File: config.mk
export PLATFORM = sky130hd
export DESIGN_NAME = evt_readout_ctrl
export DESIGN_NICKNAME = d
export VERILOG_FILES = /design/src/rtl/evt_readout_ctrl.sv
export SDC_FILE = /design/constraint.sdc
export NUM_CORES = 1
export LEC_CHECK = 0
export BUFFER_PORTS_ARGS = -buffer_cell sky130_fd_sc_hd__buf_4
export CAP_MARGIN = 20
export CORE_MARGIN = 3
export CORE_UTILIZATION = 52
export DETAILED_ROUTE_END_ITERATION = 8
export PLACE_DENSITY = 0.76
export SETUP_SLACK_MARGIN = 0.15
export SLEW_MARGIN = 20
export SYNTH_ARGS = -nofsm -noshare
export SYNTH_HDL_FRONTEND = slang
export SYNTH_SLANG_ARGS = --single-unit
export TNS_END_PERCENT = 10
File: constraint.sdc
create_clock -name clk_i -period 2.4 [get_ports clk_i]
set_input_delay 0.12 -clock clk_i [delete_from_list [all_inputs] [get_ports clk_i]]
set_output_delay 0.12 -clock clk_i [all_outputs]
set_load 0.01 [all_outputs]
File: src/rtl/evt_readout_ctrl.sv
// rtl/evt_readout_ctrl.sv - arbiter readout FSM, grant encoder and FWFT event FIFO
// Define EVT_TIMESTAMP_EN to add the timestamp counter and its field in evt_data_o MSBs.
module evt_readout_ctrl #(
  parameter int ROWS       = 4,
  parameter int COLS       = 4,
  parameter int TS_WIDTH   = 16,
  parameter int FIFO_DEPTH = 8,
  localparam int X_W       = (ROWS > 1) ? $clog2(ROWS) : 1,
  localparam int Y_W       = (COLS > 1) ? $clog2(COLS) : 1,
`ifdef EVT_TIMESTAMP_EN
  localparam int EVT_W     = TS_WIDTH + X_W + Y_W + 1
`else
  localparam int EVT_W     = X_W + Y_W + 1
`endif
) (
  input  logic                      clk_i,
  input  logic                      reset_i,
  input  logic                      enable_i,
  input  logic [ROWS-1:0][COLS-1:0] gnt_i,
  input  logic                      polarity_i,
  output logic                      arb_enable_o,
  output logic [ROWS-1:0][COLS-1:0] pix_clr_o,
  output logic                      evt_valid_o,
  input  logic                      evt_ready_i,
  output logic [EVT_W-1:0]          evt_data_o,
  output logic                      overflow_stall_o,
  output logic                      err_o
);

  localparam int PTR_W = (FIFO_DEPTH > 1) ? $clog2(FIFO_DEPTH) : 1;
  localparam int CNT_W = PTR_W + 1;

  typedef enum logic [1:0] {IDLE, ARB, CAPTURE_WAIT, CLEAR} state_t;

  state_t                    state, next_state;
  logic                      push, pop, full, gnt_any;
  logic [X_W-1:0]            x_idx;
  logic [Y_W-1:0]            y_idx;
  logic [ROWS-1:0][COLS-1:0] clr_mask;
  logic [EVT_W-1:0]          evt_word;
  logic [EVT_W-1:0]          mem [FIFO_DEPTH];
  logic [PTR_W-1:0]          wr_ptr, rd_ptr;
  logic [CNT_W-1:0]          count;

  assign gnt_any = |gnt_i;

  // Lowest row wins, then lowest column inside that row; a multi-hot grant clears one pixel only.
  always_comb begin
    x_idx    = '0;
    y_idx    = '0;
    clr_mask = '0;
    for (int r = ROWS - 1; r >= 0; r--) begin
      if (|gnt_i[r]) x_idx = X_W'(r);
    end
    for (int c = COLS - 1; c >= 0; c--) begin
      if (gnt_i[x_idx][c]) y_idx = Y_W'(c);
    end
    clr_mask[x_idx][y_idx] = gnt_any;
  end

`ifdef EVT_TIMESTAMP_EN
  logic [TS_WIDTH-1:0] ts;

  always_ff @(posedge clk_i or negedge reset_i) begin
    if (!reset_i)      ts <= '0;
    else if (enable_i) ts <= ts + 1'b1;
  end

  assign evt_word = {ts, x_idx, y_idx, polarity_i};
`else
  assign evt_word = {x_idx, y_idx, polarity_i};
`endif

  always_ff @(posedge clk_i or negedge reset_i) begin
    if (!reset_i) state <= IDLE;
    else          state <= next_state;
  end

  always_comb begin
    next_state       = state;
    arb_enable_o     = 1'b0;
    overflow_stall_o = 1'b0;
    push             = 1'b0;
    case (state)
      IDLE: begin
        if (enable_i) next_state = ARB;
      end
      ARB: begin
        arb_enable_o = !full;
        if (gnt_any) begin
          if (!full) begin
            push       = 1'b1;
            next_state = CLEAR;
          end else begin
            next_state = CAPTURE_WAIT;
          end
        end else if (!enable_i) begin
          next_state = IDLE;
        end
      end
      CAPTURE_WAIT: begin
        overflow_stall_o = 1'b1;
        if (!full) begin
          push       = 1'b1;
          next_state = CLEAR;
        end
      end
      CLEAR: begin
        if (!gnt_any) next_state = enable_i ? ARB : IDLE;
      end
      default: next_state = IDLE;
    endcase
  end

  assign pix_clr_o = push ? clr_mask : '0;

  always_ff @(posedge clk_i or negedge reset_i) begin
    if (!reset_i)                   err_o <= 1'b0;
    else if ($countones(gnt_i) > 1) err_o <= 1'b1;
  end

  assign full        = (count == CNT_W'(FIFO_DEPTH));
  assign evt_valid_o = (count != '0);
  assign pop         = evt_valid_o & evt_ready_i;
  // Storage is not reset, so the head is masked while empty.
  assign evt_data_o  = evt_valid_o ? mem[rd_ptr] : '0;

  always_ff @(posedge clk_i) begin
    if (push) mem[wr_ptr] <= evt_word;
  end

  always_ff @(posedge clk_i or negedge reset_i) begin
    if (!reset_i) begin
      wr_ptr <= '0;
      rd_ptr <= '0;
      count  <= '0;
    end else begin
      if (push) wr_ptr <= wr_ptr + 1'b1;
      if (pop)  rd_ptr <= rd_ptr + 1'b1;
      case ({push, pop})
        2'b10:   count <= count + 1'b1;
        2'b01:   count <= count - 1'b1;
        default: count <= count;
      endcase
    end
  end

endmodule
# Word level (Yosys, flattened, before mapping)
# Memories as Yosys holds them, arrays and structs flattened.
# Index checks and enable logic that the tools add are counted.
# totals
regBits,13
ramBits,40
input_bits,21
out_inout_bits,25
wordCells,86
memories,1
# op_classes
add_sub_neg,19
n_lt_le_gt_ge,5
n_eq_ne,10
mux,32
bitwise_logic,2
n_reduce_logical,12
# memory_table
name,words,word_bits,rd,rd_clocked_by_memory_dff,wr,line,source
mem,8,5,1,0,1,41,logic [EVT_W-1:0] mem [FIFO_DEPTH];
# ops
operator,count
2-bit 2-to-1 mux,13
1-bit by 1-bit adder with 2-bit output,8
16-bit bitwise AND,1
16-bit 2-to-1 mux,1
16-bit OR reduction,1
4-bit OR reduction,4
2-bit by 2-bit adder with 3-bit output,4
1-bit 2-to-1 mux,9
3-bit by 3-bit adder with 4-bit output,2
4-bit binary-select mux with 2-bit select,1
4-bit demux with 2-bit select,1
4-bit 2-to-1 mux,2
2-bit one-hot mux with 4 select lines,1
4-bit one-hot mux with 2 select lines,1
3-bit by 1-bit adder with 3-bit output (second input constant),2
2-bit equality test (second input constant),3
2-bit by 3-bit < comparator with 1-bit output (second input constant),2
2-bit inequality test (second input constant),3
4-bit by 4-bit adder with 5-bit output,1
5-bit by 1-bit > comparator with 1-bit output (second input constant),1
5-bit 2-to-1 mux,1
4-bit by 1-bit adder with 4-bit output (second input constant),1
2-bit by 1-bit equality test with 1-bit output (second input constant),2
4-bit equality test (second input constant),1
other kinds (12),14

# Longest topological paths before layout
# logic_depth
depth_word,19
ltp_mapped,14
ltp_nobuf,13

# Least setup slack after synthesis
# OpenSTA, ideal clock, no wires.
# synth_path
path_kind,in2reg
start,input gnt_i[0] (netlist name)
end,register err_o
setup_ns,0.126
arrival_time_ns,3.087
required_time_ns,2.274
setup_slack_ns,-0.813
stages,12
n_path_buf,0
path_cell_list,inv_1 -> fa_1 -> fa_1 -> fa_1 -> fa_1 -> inv_1 -> ha_1 -> inv_1 -> fa_1 -> a211oi_1 -> mux2_2 -> nand2_1
# synth_between
elab_chain_cells,5
# synth_lines
element,line,source
"start, declared",19,"input logic [ROWS-1:0][COLS-1:0] gnt_i,"
1-bit by 1-bit adder with 2-bit output (not written as such),119,else if ($countones(gnt_i) > 1) err_o <= 1'b1;
2-bit by 2-bit adder with 3-bit output (not written as such),119,
3-bit by 3-bit adder with 4-bit output (not written as such),119,
4-bit by 4-bit adder with 5-bit output (not written as such),119,
5-bit by 1-bit > comparator with 1-bit output,119,
"end signal, assigned",118,if (!reset_i) err_o <= 1'b0;
"end signal, assigned",119,
"end, declared",27,output logic err_o
# No other way between the ends.
# A chain may end at the register's enable or synchronous reset.

# Worst setup path in the final report
# layout_path
start,input gnt_i[15] (netlist name)
end,register err_o
# Same word-level chain as after synthesis.

==> impl_metrics.yaml <==
placement:
  portBuffers: 45
  gp_congestion: 0.810
  placed_area_sq_mm: 0.00399
  place_hpwl_um: 5230
  dpl.cell_count: 413
yosys:
  synth_top_flop_cell: "edfxtp_1"
  synth_edf_count: 40
  syn_nets: 296
  yosysUniqueCellTypes: 48
  yosysSeqAreaShare_pct: 47.9
  yosysTopAreaCell: "edfxtp_1"
  syn-instance-count: 249
  syn_area_sq_mm: 0.00319
  syn_area_per_cell_sq_um: 12.8
  yosys_warnings: 0
  async_reset_ff_share_pct: 24.5
  yosysTopAreaCellShare_pct: 37.7
  synthTopCellsByArea: "edfxtp_1 38%, dfrtp_1 10%, mux4_2 7.1%"
  ys_seq_elements: 53
power:
  p_per_area_mw_per_mm2: 1010
  p_leak_nw: 1.79
  peakVddDrop_uv: 738
  power_mw: 4.20
worst_setup_path:
  crit_path_max_fanout: 2
  worst_setup_path_start_kind: "primary input"
  critical_path.cell_chain: "buf_4 > inv_1 > fa_1 > fa_1 > fa_1 > fa_1 > inv_1 > ha_1 > inv_1 > fa_2 > nor4b_4 > nand2_1"
  crit_top_cell: "fa_1"
  cp.required_ps: 2600
  cpMaxStageDelayCell: "fa_1"
  arrival_ps: 3250
  crit_type: "in2reg"
  critPathMaxStageDelay_ps: 550
  endpoint_kind: "flip-flop"
min_path:
  hp-class: "in2reg"
cells_and_area:
  finalInstanceArea_sq_mm: 0.00418
  nFillCells: 389
  post_route_cells_drive_above_1_share_pct: 43.6
  nets: 396
  insertedDiodeCount: 0
  stdcell_count: 421
  area_growth_pct: 31.0
floorplan:
  die_x_um: 84.3
  ioPinCount: 46
  row_count: 27
  die_y_um: 84.3
  dieArea_sq_mm: 0.00711
  initial_utilization_pct: 55.9
  core_sq_mm: 0.00571
sta:
  worst_slack_ps: -648
  finalHoldViolCount: 0
  relSlewSlack_pct: 58.8
  finClkSkew_ps: 7.79
  slew_violations: 0
  setup_viol: 2
  rsz0062_at_grt: "true"
  tightest_slew_ps: 618
  fin_crit_ps: 3050
  period_share_pct: 127
  timing.fmax_mhz: 328
global_route:
  antenna_found_initial: 0
  track_usage_pct: 19.7
  gr-total-overflow: 0
  grt_max_degree: 16
  grt_pass1_vias: 2339
  grt_pass1_wl_um: 11000
cts:
  htreeDepth: 2
  cts_setup_buffers: 0
  cts.sinks: 53
  worstSkewPairLatency_ps: 300
  path_clk_slew_ps: 90
  tritoncts: "built"
  clockBufferDepth: 2
  cts_root_buf: "clkbuf_8"
  cts-buffers-inserted: 5
drt:
  finalWirelength_um: 6440
  drc: 0
  drtIter0Drc: 47
  via_count: 2234
  ant_nets: 0
  wl_per_cell_um: 15.3
  vias_per_cell: 5.31
  firstDrtPassIters: 4
outcome:
  outcome: "complete, but fails checks"
  violations: "negative setup slack"
job:
  drv_cap: 0
==> registers in the layout (all words and copies together), names as in the netlist, named ones only <==
signal and flops:
err_o 1, wr_ptr 3, rd_ptr 3, count 4, mem 40, state 1
==> area by class of cell <==
cell class                 count  area [sq um]  share of cell area [%]
clock inverter                 2          35.0                   0.838
tap                           72          90.1                    2.16
inverter                      36           135                    3.23
multi-input combinational    155          1590                    37.9
sequential                    53          1530                    36.5
timing repair buffer          98           738                    17.7
clock buffer                   5          68.8                    1.65
==> cell usage after synthesis, types with 6 or more instances <==
| cell type | number |
|---|---|
| edfxtp_1 | 40 |
| inv_1 | 36 |
| nor2_1 | 28 |
| ha_1 | 15 |
| dfrtp_1 | 13 |
| fa_1 | 11 |
| mux4_2 | 10 |
| mux2i_1 | 9 |
| nand2_1 | 8 |
| nand3_1 | 6 |
| nor3_1 | 6 |
| xnor2_1 | 6 |
==> critical path: cells and delay by family <==
family                   cells  cell delay, ps
buffers and inverters        4             250
AND/OR/NAND/NOR              2             250
adder cells (fa/ha/maj)      6            2620
==> cell usage in the layout, fill, tap and decap left out, drive strengths merged, types with 3 or more instances in the layout <==
master / Yosys / final
buf: 3 / 97
a21oi: 5 / 5
mux2: 4 / 4
edfxtp: 40 / 40
nand2: 9 / 9
mux4: 10 / 10
ha: 15 / 15
mux2i: 9 / 9
nor4: 5 / 5
o21ai: 4 / 4
clkbuf: 2 / 5
nor2: 28 / 28
nor3: 8 / 8
dfrtp: 13 / 13
inv: 36 / 36
o211a: 3 / 3
a31oi: 5 / 5
nand2b: 4 / 4
nand3: 7 / 7
fa: 11 / 11
xnor2: 6 / 6
==> report_power, final <==
group / switching, mW / internal (mW)
logic: 1.05 / 1.21
clock network: 0.263 / 0.303
registers: 0.172 / 1.21
==> cells by family (layout without fill, tap and decap cells) <==
logic type,Yosys count,in the layout,share of synthesized area (%)
AOI/OAI and AO/OA,25,25,6.59
xor gates and xnor gates,8,8,2.20
adders and majority gates,26,26,12.8
buffers and inverters,41,141,5.14
DFF,53,53,47.9
muxes,23,23,11.3
and+or+nand+nor,73,73,14.1
==> final timing paths <==
| check | end | from | depth (start not counted) | slack (ps) |
|---|---|---|---|---|
| setup / recovery | err_o | gnt_i[15] | 12 | -650 |
| hold / removal | mem[6][0] | polarity_i | 1 | 50 |
| setup reg to reg | count[3] | count[0] | 11 | -40 |
| hold reg to reg | err_o | err_o | 2 | 540 |
| max in group asynchronous | rd_ptr[0] | reset_i | 2 | 2020 |
| min in group asynchronous | wr_ptr[1] | reset_i | 2 | 210 |
==> routing by layer <==
layer  routed length [um]  part of all wire, %  global-route usage (%)
met1                 2520                   39                    22.9
met2                 3610                   56                    36.9
met3                  233                  3.6                    3.73
met4                   75                  1.2                    5.41
met5                    0                    0                       0
==> per-stage QoR <==
stage	hold WS, ps	utilization, %	setup WS [ps]	TNS (ps)
global placement	-29.3	69.9	-926	-1030
detailed placement	-22.8	69.9	-1010	-1120
global route	45.2	73.2	-726	-1050
finish	47.1	73.2	-648	-689
CTS	42.2	72.5	-653	-691
floorplan	-176	-	-772	-1060
==> what timing repair did <==
item,4_1_cts,5_1_grt
endpoints found under the setup margin,4,16
hold buffers,1,0
pin swaps,1,2
endpoints found under the hold margin,13,0
gates resized for setup,7,12
(Power assumes the default switching activity.)
